$ cat src/rtl/ps2_pkg.sv
// Shared PS/2 definitions: transmitter states, frame bit values and keyboard command bytes.
package ps2_pkg;

    typedef enum logic [2:0] {
        ST_IDLE,
        ST_INHIBIT,
        ST_RTS,
        ST_SHIFT,
        ST_ACK,
        ST_WAIT_IDLE
    } tx_state_e;

    localparam logic START      = 1'b0;
    localparam logic STOP       = 1'b1;
    localparam logic ODD_PARITY = 1'b1;

    localparam logic [7:0] CMD_SET_LED = 8'hED;
    localparam logic [7:0] CMD_RESET   = 8'hFF;
    localparam logic [7:0] RSP_ACK     = 8'hFA;

    // Parity bit that makes the total count of ones in data+parity odd.
    function automatic logic odd_parity(input logic [7:0] data);
        return ODD_PARITY ^ (^data);
    endfunction

endpackage

$ cat src/rtl/ps2_line_sync.sv
// Multi-stage synchroniser for one asynchronous PS/2 pad line, with a registered falling-edge pulse.
module ps2_line_sync #(
    parameter int STAGES = 2
) (
    input  logic clk,
    input  logic rst_n,
    input  logic d,
    output logic q,
    output logic fall
);

    logic [STAGES-1:0] sync_q, sync_d;
    logic              prev_q, prev_d;
    logic              fall_q, fall_d;

    always_comb begin
        sync_d = STAGES'({sync_q, d});
        prev_d = sync_q[STAGES-1];
        fall_d = prev_q & ~sync_q[STAGES-1];
    end

    // Idle PS/2 lines float high, so the chain resets to 1 to avoid a spurious fall.
    always_ff @(posedge clk or negedge rst_n) begin
        if (!rst_n) begin
            sync_q <= '1;
            prev_q <= 1'b1;
            fall_q <= 1'b0;
        end else begin
            sync_q <= sync_d;
            prev_q <= prev_d;
            fall_q <= fall_d;
        end
    end

    assign q    = sync_q[STAGES-1];
    assign fall = fall_q;

endmodule

$ cat src/rtl/ps2_host_tx.sv
// Host-to-device PS/2 transmitter: inhibit, request-to-send, shift one byte on the device clock,
// then check the device ACK. Lines are driven open-drain through the *_oe outputs.
module ps2_host_tx
    import ps2_pkg::*;
#(
    parameter int INHIBIT_CYCLES = 5000,
    parameter int TIMEOUT_CYCLES = 750000,
    parameter int SYNC_STAGES    = 2
) (
    input  logic       clk,
    input  logic       rst_n,
    input  logic [7:0] tx_data,
    input  logic       tx_valid,
    output logic       tx_ready,
    input  logic       PS2_KBCLK,
    input  logic       PS2_KBDAT,
    output logic       kbclk_oe,
    output logic       kbdat_oe,
    output logic       tx_active,
    output logic       done,
    output logic       ack_err,
    output logic       timeout_err
);

    localparam int IW = $clog2(INHIBIT_CYCLES + 1);
    localparam int WW = $clog2(TIMEOUT_CYCLES + 1);
    localparam logic [IW-1:0] INHIBIT_LAST = IW'(INHIBIT_CYCLES - 1);
    localparam logic [WW-1:0] TIMEOUT_LAST = WW'(TIMEOUT_CYCLES - 1);

    logic clk_sync, clk_fall;
    logic dat_sync, dat_fall_unused;

    ps2_line_sync #(.STAGES(SYNC_STAGES)) u_clk_sync (
        .clk  (clk),
        .rst_n(rst_n),
        .d    (PS2_KBCLK),
        .q    (clk_sync),
        .fall (clk_fall)
    );

    ps2_line_sync #(.STAGES(SYNC_STAGES)) u_dat_sync (
        .clk  (clk),
        .rst_n(rst_n),
        .d    (PS2_KBDAT),
        .q    (dat_sync),
        .fall (dat_fall_unused)
    );

    tx_state_e     state_q, state_d;
    logic [9:0]    shift_q, shift_d;
    logic [3:0]    edge_cnt_q, edge_cnt_d;
    logic [IW-1:0] inhibit_cnt_q, inhibit_cnt_d;
    logic [WW-1:0] wd_cnt_q, wd_cnt_d;
    logic          ack_bad_q, ack_bad_d;
    logic          tx_ready_q, tx_ready_d;
    logic          tx_active_q, tx_active_d;
    logic          kbclk_oe_q, kbclk_oe_d;
    logic          kbdat_oe_q, kbdat_oe_d;
    logic          done_q, done_d;
    logic          ack_err_q, ack_err_d;
    logic          timeout_err_q, timeout_err_d;

    always_comb begin
        state_d       = state_q;
        shift_d       = shift_q;
        edge_cnt_d    = edge_cnt_q;
        inhibit_cnt_d = inhibit_cnt_q;
        wd_cnt_d      = wd_cnt_q;
        ack_bad_d     = ack_bad_q;
        tx_ready_d    = tx_ready_q;
        tx_active_d   = tx_active_q;
        kbclk_oe_d    = kbclk_oe_q;
        kbdat_oe_d    = kbdat_oe_q;
        done_d        = 1'b0;
        ack_err_d     = 1'b0;
        timeout_err_d = 1'b0;

        if (state_q inside {ST_RTS, ST_SHIFT, ST_ACK, ST_WAIT_IDLE}) begin
            wd_cnt_d = wd_cnt_q + 1'b1;
        end

        case (state_q)
            ST_IDLE: begin
                if (tx_valid && tx_ready_q) begin
                    shift_d       = {STOP, odd_parity(tx_data), tx_data};
                    edge_cnt_d    = 4'd0;
                    inhibit_cnt_d = '0;
                    ack_bad_d     = 1'b0;
                    kbclk_oe_d    = 1'b1;
                    tx_ready_d    = 1'b0;
                    tx_active_d   = 1'b1;
                    state_d       = ST_INHIBIT;
                end
            end
            ST_INHIBIT: begin
                inhibit_cnt_d = inhibit_cnt_q + 1'b1;
                if (inhibit_cnt_q == INHIBIT_LAST) begin
                    kbclk_oe_d = 1'b0;
                    kbdat_oe_d = ~START;
                    wd_cnt_d   = '0;
                    state_d    = ST_RTS;
                end
            end
            // A fall already seen in RTS is the device's first clock, not noise.
            ST_RTS, ST_SHIFT: begin
                if (clk_fall) begin
                    kbdat_oe_d = ~shift_q[0];
                    shift_d    = {STOP, shift_q[9:1]};
                    edge_cnt_d = edge_cnt_q + 4'd1;
                    state_d    = (edge_cnt_q == 4'd9) ? ST_ACK : ST_SHIFT;
                end else begin
                    state_d = ST_SHIFT;
                end
            end
            ST_ACK: begin
                if (clk_fall) begin
                    edge_cnt_d = edge_cnt_q + 4'd1;
                    ack_bad_d  = dat_sync;
                    state_d    = ST_WAIT_IDLE;
                end
            end
            ST_WAIT_IDLE: begin
                if (clk_sync && dat_sync) begin
                    done_d      = 1'b1;
                    ack_err_d   = ack_bad_q;
                    tx_ready_d  = 1'b1;
                    tx_active_d = 1'b0;
                    state_d     = ST_IDLE;
                end
            end
            default: begin
                state_d = ST_IDLE;
            end
        endcase

        // Watchdog abort wins over any progress made in the same cycle.
        if (state_q inside {ST_RTS, ST_SHIFT, ST_ACK, ST_WAIT_IDLE} && wd_cnt_q == TIMEOUT_LAST) begin
            kbclk_oe_d    = 1'b0;
            kbdat_oe_d    = 1'b0;
            timeout_err_d = 1'b1;
            done_d        = 1'b0;
            ack_err_d     = 1'b0;
            tx_ready_d    = 1'b1;
            tx_active_d   = 1'b0;
            state_d       = ST_IDLE;
        end
    end

    always_ff @(posedge clk or negedge rst_n) begin
        if (!rst_n) begin
            state_q       <= ST_IDLE;
            shift_q       <= '0;
            edge_cnt_q    <= '0;
            inhibit_cnt_q <= '0;
            wd_cnt_q      <= '0;
            ack_bad_q     <= 1'b0;
            tx_ready_q    <= 1'b1;
            tx_active_q   <= 1'b0;
            kbclk_oe_q    <= 1'b0;
            kbdat_oe_q    <= 1'b0;
            done_q        <= 1'b0;
            ack_err_q     <= 1'b0;
            timeout_err_q <= 1'b0;
        end else begin
            state_q       <= state_d;
            shift_q       <= shift_d;
            edge_cnt_q    <= edge_cnt_d;
            inhibit_cnt_q <= inhibit_cnt_d;
            wd_cnt_q      <= wd_cnt_d;
            ack_bad_q     <= ack_bad_d;
            tx_ready_q    <= tx_ready_d;
            tx_active_q   <= tx_active_d;
            kbclk_oe_q    <= kbclk_oe_d;
            kbdat_oe_q    <= kbdat_oe_d;
            done_q        <= done_d;
            ack_err_q     <= ack_err_d;
            timeout_err_q <= timeout_err_d;
        end
    end

    assign tx_ready    = tx_ready_q;
    assign tx_active   = tx_active_q;
    assign kbclk_oe    = kbclk_oe_q;
    assign kbdat_oe    = kbdat_oe_q;
    assign done        = done_q;
    assign ack_err     = ack_err_q;
    assign timeout_err = timeout_err_q;

endmodule
$ cat config.mk
export PLATFORM = sky130hd
export DESIGN_NAME = ps2_host_tx
export DESIGN_NICKNAME = d
export VERILOG_FILES = /design/src/rtl/ps2_pkg.sv /design/src/rtl/ps2_line_sync.sv /design/src/rtl/ps2_host_tx.sv
export SDC_FILE = /design/constraint.sdc
export NUM_CORES = 1
export LEC_CHECK = 0
export CORE_MARGIN = 8
export CORE_UTILIZATION = 53
export DETAILED_ROUTE_END_ITERATION = 8
export GPL_ROUTABILITY_DRIVEN = 1
export PLACE_DENSITY = 0.83
export SLEW_MARGIN = 20
export SYNTH_ARGS = -nofsm -noshare
export SYNTH_HDL_FRONTEND = slang
export SYNTH_SLANG_ARGS = --single-unit
$ cat constraint.sdc
create_clock -name clk -period 2 [get_ports clk]
set_input_delay 0.3 -clock clk [delete_from_list [all_inputs] [get_ports clk]]
set_output_delay 0.3 -clock clk [all_outputs]
set_load 0.02 [all_outputs]
# Word-level counts from Yosys, hierarchy flattened
# Cells that the tools add are included.
# totals
out_inout_bits,7
reg_bits,64
inputBits,13
wordCells,107
# op_classes
bitwise,4
n_addsub,3
n_eq_ne,17
n_reduce_logical,23
n_mux,43
# ops
operator,count
$mux W20,3
$pmux W13 S2,1
$mux W3,7
$add A20 B1 Y20 const B,1
$eq A20 B20 Y1 const B,1
$mux W10,2
$pmux W10 S2,1
$mux W1,19
$reduce_and A3 Y1,6
$pmux W3 S5,1
$add A13 B1 Y13 const B,1
$eq A13 B13 Y1 const B,1
$mux W13,1
$pmux W1 S2,5
$reduce_bool A3 Y1,3
$mux W4,2
$pmux W4 S2,1
$reduce_bool A2 Y1,4
$reduce_xor A8 Y1,1
$eq A3 B2 Y1 const B,2
$eq A3 B3 Y1 const B,2
$ne A2 B1 Y1 const B,3
$ne A3 B1 Y1 const B,2
$ne A3 B3 Y1 const B,2
other kinds (14),18

# Logic depth before layout (Yosys ltp)
# Gate-level depths: netlist of run 1.
# depth
depth_word,5
mapped_depth,9
mapped_depth_nobuf,6

# Modules after synthesis
# A second synthesis of run 1 with hierarchy kept.
# unflattened
hier_cells,352
area_unflattened_um2,3422.0
# modules_own_cells
mod,area_per_inst_um2,n_inst,cells_each,seq_area_each_um2
ps2_host_tx,3186.8,1,342,1452.6
ps2_line_sync,117.6,2,5,103.8

# Worst setup path before layout of run 1
# OpenSTA, ideal clock, no wires.
# synth_timing
path_type,register to register
startpoint,reg state_q[1]
endpoint,reg ack_err_q (netlist: ack_err)
synth_period_minus_slack_ns,2.159
n_path_buf,2
t_required_ns,1.863
path_stages_with_launch,9
setup_time_ns,0.137
path_slack_ns,-0.159
arrival_time_ns,2.023
cell_sequence,dfrtp_1 > buf_2 > inv_1 > ha_1 > clkbuf_2 > nand4_1 > or4_1 > nor3_4 > nor3b_1
# synth_between
elab_chain_len,4
elab_cells_between_ends,8
classes_between,eq/ne (4); mux (2); reduce/logical (2)
# synth_lines
element,line_no,text
"start, declared",ps2_host_tx.sv:49,"tx_state_e state_q, state_d;"
"start signal, assigned",ps2_host_tx.sv:165,state_q <= state_d;
$eq A3 B2 Y1 (tied with other cells),ps2_host_tx.sv:137,"if (state_q inside {ST_RTS, ST_SHIFT, ST_ACK, ST_WAIT_IDLE} && wd_cnt_q == TIMEOUT_LAST) begin"
$reduce_bool A4 Y1,ps2_host_tx.sv:137,
$logic_and A1 B1 Y1,ps2_host_tx.sv:137,
$mux W1 (*),ps2_host_tx.sv:137,
net ack_err_d,ps2_host_tx.sv:60,"logic ack_err_q, ack_err_d;"
"end signal, assigned",ps2_host_tx.sv:176,ack_err_q <= ack_err_d;
"end, declared",ps2_host_tx.sv:60,
# Mark *: on every way through the listed nets, which the timed path passes. The rest lies on a longest branch.
# A chain may end at the register's enable or synchronous reset.

# Worst setup path in the final report of run 1
# layout_timing
startpoint,reg state_q[2]
endpoint,reg inhibit_cnt_q[9]
# layout_between
elab_chain_len,3
elab_cells_between_ends,6
classes_between,eq/ne (2); mux (1); reduce/logical (3)
# layout_lines
element,line_no,text
$eq A3 B1 Y1 or $logic_not A3 Y1 (tied branches),ps2_host_tx.sv:82,case (state_q)
$reduce_bool A2 Y1 (no line) or $ne A2 B2 Y1 (tied branches),--,
$reduce_and A2 Y1 (no line),--,
"end signal, assigned",ps2_host_tx.sv:168,inhibit_cnt_q <= inhibit_cnt_d;
"end, declared",ps2_host_tx.sv:52,"logic [IW-1:0] inhibit_cnt_q, inhibit_cnt_d;"
# Several ways; a longest one is shown, not always the timed one.

==> run_results.csv, run 1 <==
group,metric,value,unit
critical_path,slowest_stage,"or4_4",
yosys,yosysSeqAreaShare,48.1,%
yosys,ys_warn_count,0,
yosys,synth_compound_area_share,14.3,%
flow_run,maxCapViolations,0,
grt,grt.total_usage,17.3,%
critical_path,cp_data_arrival_time,2.16,ns
power,internal-power,3.02,mW
grt,grt_use_met2,28.1,%
power,seq_power_share,39.3,%
clock_network,cts_max_level,3,
yosys,yosys-mux-area-fraction,3.03,%
clock_network,clk_latency,0.34,ns
drt,drc,0,
grt,grt_util_met1,21.5,%
drt,vias,2721,
placed_design,dp_hpwl,5.03,mm
yosys,synth_top_family_by_area,"simple AND/OR/NAND/NOR gates",
power,clockPowerShare,26.8,%
cells_and_area,post-route-util,64.3,%
cells_and_area,multi_input_area,1650,sq um
floorplanning,core_area,6240,sq um
drt,dr.pass1.iters,4,
placed_design,dp.cells,446,
cells_and_area,area_growth,19.9,%
clock_network,cts_tree,"done",
sta,hold_viol_final,0,
sta,hold_ws,0.360,ns
critical_path,crit_path_end_kind,"flip-flop",
yosys,syn_area,3340,sq um
hold_path,hold_path_class,"reg2reg",
placed_design,port_buffers,19,
critical_path,critical_path_class,"reg2reg",
sta,setup_violations,0,
yosys,synth-edff-count,0,
cells_and_area,finalNonFillerCells,463,
power,p_sw,1.57,mW
critical_path,required,2.27,ns
grt,grt.busiest_layer,"met2",
grt,use_met3,4.72,%
critical_path,worstPathCellList,"inv_2 -> ha_4 -> inv_1 -> or4_4 -> or3_1 -> a21oi_1",
grt,grt_pass1_vias,2677,
sta,fmax,0.530,GHz
yosys,synth_top_area_cell,"dfrtp_1",
sta,worst_pin_slew,0.464,ns
outcome,status,"completed",
yosys,synth_xor_area_share,5.76,%
power,p_per_area,1140,nW/um^2
grt,grt_pass1_wl,12.4,mm
grt,grt.overflow.total,0,
yosys,postSynthAreaPerCell,9.75,sq um
cells_and_area,final_cell_area,4010,sq um
cells_and_area,fillerInstances,511,
yosys,netlist_instances,343,
placed_design,place.gp.congestion,0.894,
sta,relSlewSlack,69.0,%
yosys,synth-simple-area-share,23.5,%
floorplanning,die_x,95.4,um
power,p_comb_share,33.9,%
power,swShare,34.2,%
sta,fin_crit_sh,94.3,%
cells_and_area,nets,400,
yosys,synthAdderAreaFrac,2.24,%
power,power,4.59,mW
yosys,yosysMostFrequentCell,"dfrtp_1",
yosys,synth_top_cell_area_share,43.4,%
yosys,synth.area.top_cells,"dfrtp_1, dfstp_2, o21ai_0",
clock_network,cts_setup_buffers,0,
yosys,synth.top_cells.by_count,"dfrtp_1, o21ai_0, nor2_1",
yosys,synth_ff_type,"dfrtp_1",
critical_path,critical_path_peak_fanout,5,
grt,grt_max_degree,31,
floorplanning,io-pin-count,20,
power,ir_drop,0.661,mV
critical_path,worst_path_largest_cell_delay,0.57,ns
grt,antenna_found_initial,0,
sta,rsz0062_at_grt,"false",
yosys,synthDistinctLibCells,51,
floorplanning,fp.dieH,95.4,um
sta,period_needed,1.89,ns
clock_network,clock_sinks,64,
drt,drtIter0Drc,168,
yosys,syn-num-nets,362,
drt,ant_nets,0,
floorplanning,initial_utilization,53.6,%
drt,via_per_inst,5.88,
placed_design,placed_area,3780,sq um
cells_and_area,drive_gt1_share,15.8,%
cells_and_area,antenna_cells,0,
critical_path,crit_path_start_kind,"flip-flop",
yosys,async_flop_share,100,%
power,p_leak,1.71,nW
clock_network,cts-root-buf,"clkbuf_8",
drt,wl,7.07,mm
sta,slew_violations,0,
floorplanning,fp-row-count,29,
floorplanning,dieArea,9110,sq um
clock_network,clockBufferDepth,2,
sta,finClkSkew,0.00842,ns
clock_network,path_clk_slew,0.07,ns
cells_and_area,regArea,1610,sq um
clock_network,cts_buffers,9,
drt,routedWlPerCell,15.3,um
yosys,yosys_register_bits,64,
worst max-delay path, delay by kind of cell (launching register included):
kind / cells / cell delay (ns)
AND/OR/NAND/NOR: 2 / 0.88
flip-flops: 1 / 0.44
buffers and inverters: 2 / 0.20
AO/OA/AOI/OAI: 1 / 0.16
adder cells (fa/ha/maj): 1 / 0.14
power groups by stage:
stage                     clock network [mW]  registers [mW]  logic, mW
after detailed placement                   0            1.83       1.54
final                                   1.23            1.80       1.56
after global placement                     0            1.81       1.49
after CTS                               1.24            1.80       1.57
after floorplan                            0            1.79       1.01
after global routing                    1.31            1.85       1.73
stage by stage:
stage / setup TNS (ns) / worst slack [ns]
after floorplan: 0 / 0.00972
after global placement: 0 / 0.00570
after detailed placement: -0.329 / -0.0515
after CTS: 0 / 0.0906
after global routing: 0 / 0.0124
final: 0 / 0.113
cells by family after synthesis:
family	count (synthesis)
simple gates	141
compound gates	77
flops	64
buf+inv	23
xor+xnor	22
mux	10
fa+ha+maj	6
area by class of cell:
cell class	instances	area share, %
Multi-Input combinational cell	256	41.1
Sequential cell	64	40.1
Timing Repair Buffer	44	10.3
Clock buffer	10	3.43
Tap cell	77	2.40
Clock inverter	6	2.06
Inverter	6	0.561
worst paths after layout:
kind / slack [ns] / from / cells past startpoint / end
max: 0.11 / state_q[2] / 6 / inhibit_cnt_q[9]
min in group asynchronous: 0.42 / rst_n / 2 / shift_q[1]
max in group asynchronous: 0.93 / rst_n / 3 / u_clk_sync.sync_q[1]
max reg2reg: 0.11 / state_q[2] / 6 / inhibit_cnt_q[9]
min: 0.36 / u_dat_sync.sync_q[0] / 0 / u_dat_sync.sync_q[1]
min reg2reg: 0.36 / u_dat_sync.sync_q[0] / 0 / u_dat_sync.sync_q[1]
layout by cell type, fill, tap and decap left out, types with 3 or more instances in the layout:
master,count
nor3_1,6
or3_1,11
mux2i_1,9
xor2_1,11
a21o_1,3
and3_1,9
nand3_1,15
inv_1,4
clkbuf_8,10
dfstp_2,6
nand2b_1,3
and2_1,6
nor2b_1,4
clkinv_2,3
nor2_1,28
buf_4,21
o21ai_0,29
dfrtp_1,57
clkdlybuf4s50_1,18
a21oi_1,20
nand4_1,13
xnor2_1,11
o31ai_1,7
nand2_1,26
buf_12,3
ha_1,5
or4_1,3
flip-flops by register name (all words and copies together) (netlist names), 2 cells and up:
register / cells
wd_cnt_q: 20
shift_q: 10
u_clk_sync.sync_q: 2
inhibit_cnt_q: 13
state_q: 3
edge_cnt_q: 4
u_dat_sync.sync_q: 2
metal layers:
metal,routed length [um],vias to the layer above,share of wire (%)
li1,-,1322,-
met1,3270,1336,46
met2,3390,56,48
met3,324,7,4.6
met4,79,0,1.1
met5,0,-,0
timing repair:
action / 4_1_cts / 5_1_grt
hold buffers: 1 / 0
setup endpoints to repair: 0 / 1
gates resized for setup: 0 / 1
hold endpoints to repair: 14 / 0
No activity file was read; power rests on OpenSTA's default activity.
==> inputs of run 2 (changes only) <==
--- a/config.mk
+++ b/config.mk
@@ -5,6 +5,7 @@
 export SDC_FILE = /design/constraint.sdc
 export NUM_CORES = 1
 export LEC_CHECK = 0
+export CAP_MARGIN = 20
 export CORE_MARGIN = 8
 export CORE_UTILIZATION = 53
 export DETAILED_ROUTE_END_ITERATION = 8
==> results of run 2 <==
The final DEF is identical to that of run 1; final timing and power are the same.
==> inputs of run 3 (changes only) <==
--- a/config.mk
+++ b/config.mk
@@ -11,6 +11,7 @@
 export DETAILED_ROUTE_END_ITERATION = 8
 export GPL_ROUTABILITY_DRIVEN = 1
 export PLACE_DENSITY = 0.83
+export SKIP_CTS_REPAIR_TIMING = 1
 export SLEW_MARGIN = 20
 export SYNTH_ARGS = -nofsm -noshare
 export SYNTH_HDL_FRONTEND = slang
==> run_results.csv, run 3 (synthesized netlist as in run 1, its figures left out) <==
group,metric,value,unit
outcome,status,"completed",
floorplanning,fp-row-count,29,
critical_path,crit_path_start_kind,"flip-flop",
cells_and_area,nets,400,
clock_network,cts_tree,"done",
sta,hold_viol_final,0,
clock_network,clockBufferDepth,2,
critical_path,critical_path_class,"reg2reg",
grt,grt_pass1_vias,2677,
placed_design,dp.cells,446,
power,power,4.59,mW
sta,finClkSkew,0.00847,ns
clock_network,path_clk_slew,0.07,ns
grt,grt_pass1_wl,12.4,mm
grt,grt_max_degree,31,
cells_and_area,antenna_cells,0,
critical_path,required,2.27,ns
placed_design,place.gp.congestion,0.894,
flow_run,maxCapViolations,0,
drt,routedWlPerCell,15.3,um
floorplanning,initial_utilization,53.6,%
drt,vias,2717,
floorplanning,die_x,95.4,um
power,ir_drop,0.662,mV
critical_path,crit_path_end_kind,"flip-flop",
clock_network,cts-root-buf,"clkbuf_8",
drt,drc,0,
drt,wl,7.07,mm
cells_and_area,drive_gt1_share,15.8,%
drt,wl_met1,3.27,mm
sta,timing.setup.tns,0,ns
cells_and_area,final_cell_mix,"dfrtp_1, o21ai_0, nor2_1, nand2_1, buf_4",
floorplanning,io-pin-count,20,
sta,setup_violations,0,
drt,dr.pass1.iters,4,
clock_network,cts_max_level,3,
sta,fin_crit_sh,94.3,%
sta,period_needed,1.89,ns
cells_and_area,top_regs,"wd_cnt_q x20, inhibit_cnt_q x13, shift_q x10",
drt,dr_wl_met2,3.39,mm
sta,fin_ws,0.114,ns
drt,ant_nets,0,
cells_and_area,final_cell_area,4010,sq um
power,p_per_area,1140,nW/um^2
floorplanning,core_area,6240,sq um
placed_design,placed_area,3780,sq um
floorplanning,dieArea,9110,sq um
clock_network,cts_buffers,9,
cells_and_area,regMostFlops,"wd_cnt_q",
power,p_leak,1.71,nW
critical_path,cp_data_arrival_time,2.15,ns
sta,hold_ws,0.360,ns
placed_design,port_buffers,19,
drt,via_per_inst,5.87,
grt,grt.overflow.total,0,
grt,antenna_found_initial,0,
cells_and_area,post-route-util,64.3,%
drt,drtIter0Drc,168,
cells_and_area,finalNonFillerCells,463,
placed_design,dp_hpwl,5.03,mm
drt,highest_layer,"met4",
cells_and_area,largest_reg_flops,20,
hold_path,hold_path_class,"reg2reg",
sta,fmax,0.530,GHz
sta,worst_pin_slew,0.464,ns
clock_network,clk_latency,0.34,ns
sta,rsz0062_at_grt,"false",
drt,wl_met3,324,um
grt,grt.total_usage,17.3,%
cells_and_area,layout_commonest_cell,"dfrtp_1",
sta,slew_violations,0,
clock_network,clock_sinks,64,
cells_and_area,area_growth,19.9,%
critical_path,critical_path_peak_fanout,5,
placed_design,pre_cts_ws,-0.0515,ns
floorplanning,fp.dieH,95.4,um
sta,relSlewSlack,69.0,%
-- run 3: path summary, 6_finish.rpt --
| check | start | end | slack (ns) | cells after the start |
|---|---|---|---|---|
| min in group asynchronous | rst_n | shift_q[1] | 0.42 | 2 |
| max in group asynchronous | rst_n | u_clk_sync.sync_q[1] | 0.93 | 3 |
| setup / recovery | state_q[2] | inhibit_cnt_q[9] | 0.11 | 6 |
| hold / removal | u_dat_sync.sync_q[0] | u_dat_sync.sync_q[1] | 0.36 | 0 |
| setup reg to reg | state_q[2] | inhibit_cnt_q[9] | 0.11 | 6 |
| hold reg to reg | u_dat_sync.sync_q[0] | u_dat_sync.sync_q[1] | 0.36 | 0 |
-- run 3: critical path, cell delays in order, from the launching register on --
cell and delay (ns):
dfrtp_2 0.44, inv_2 0.11, ha_4 0.14, inv_1 0.09, or4_4 0.57, or3_1 0.31, a21oi_1 0.16
-- run 3: cell type report --
type	instances	area, sq um
clock inverters	6	82.6
inverters	6	22.5
fillers	510	2230
multi-input cells	256	1650
flip-flops and latches	64	1610
well taps	77	96.3
repair buffers	44	413
clock buffers	10	138
-- run 3: power breakdown --
group / internal, mW / switching (mW) / leakage, nW / total, mW
logic: 0.724 / 0.834 / 0.782 / 1.56
registers: 1.57 / 0.237 / 0.817 / 1.80
clock network: 0.728 / 0.500 / 0.112 / 1.23
-- run 3: routing by layer --
| layer | vias to the layer above | track usage (%) |
|---|---|---|
| li1 | 1322 | - |
| met4 | 0 | 6.66 |
| met2 | 56 | 28.1 |
| met3 | 7 | 4.72 |
| met1 | 1332 | 21.5 |
| met5 | - | 0 |
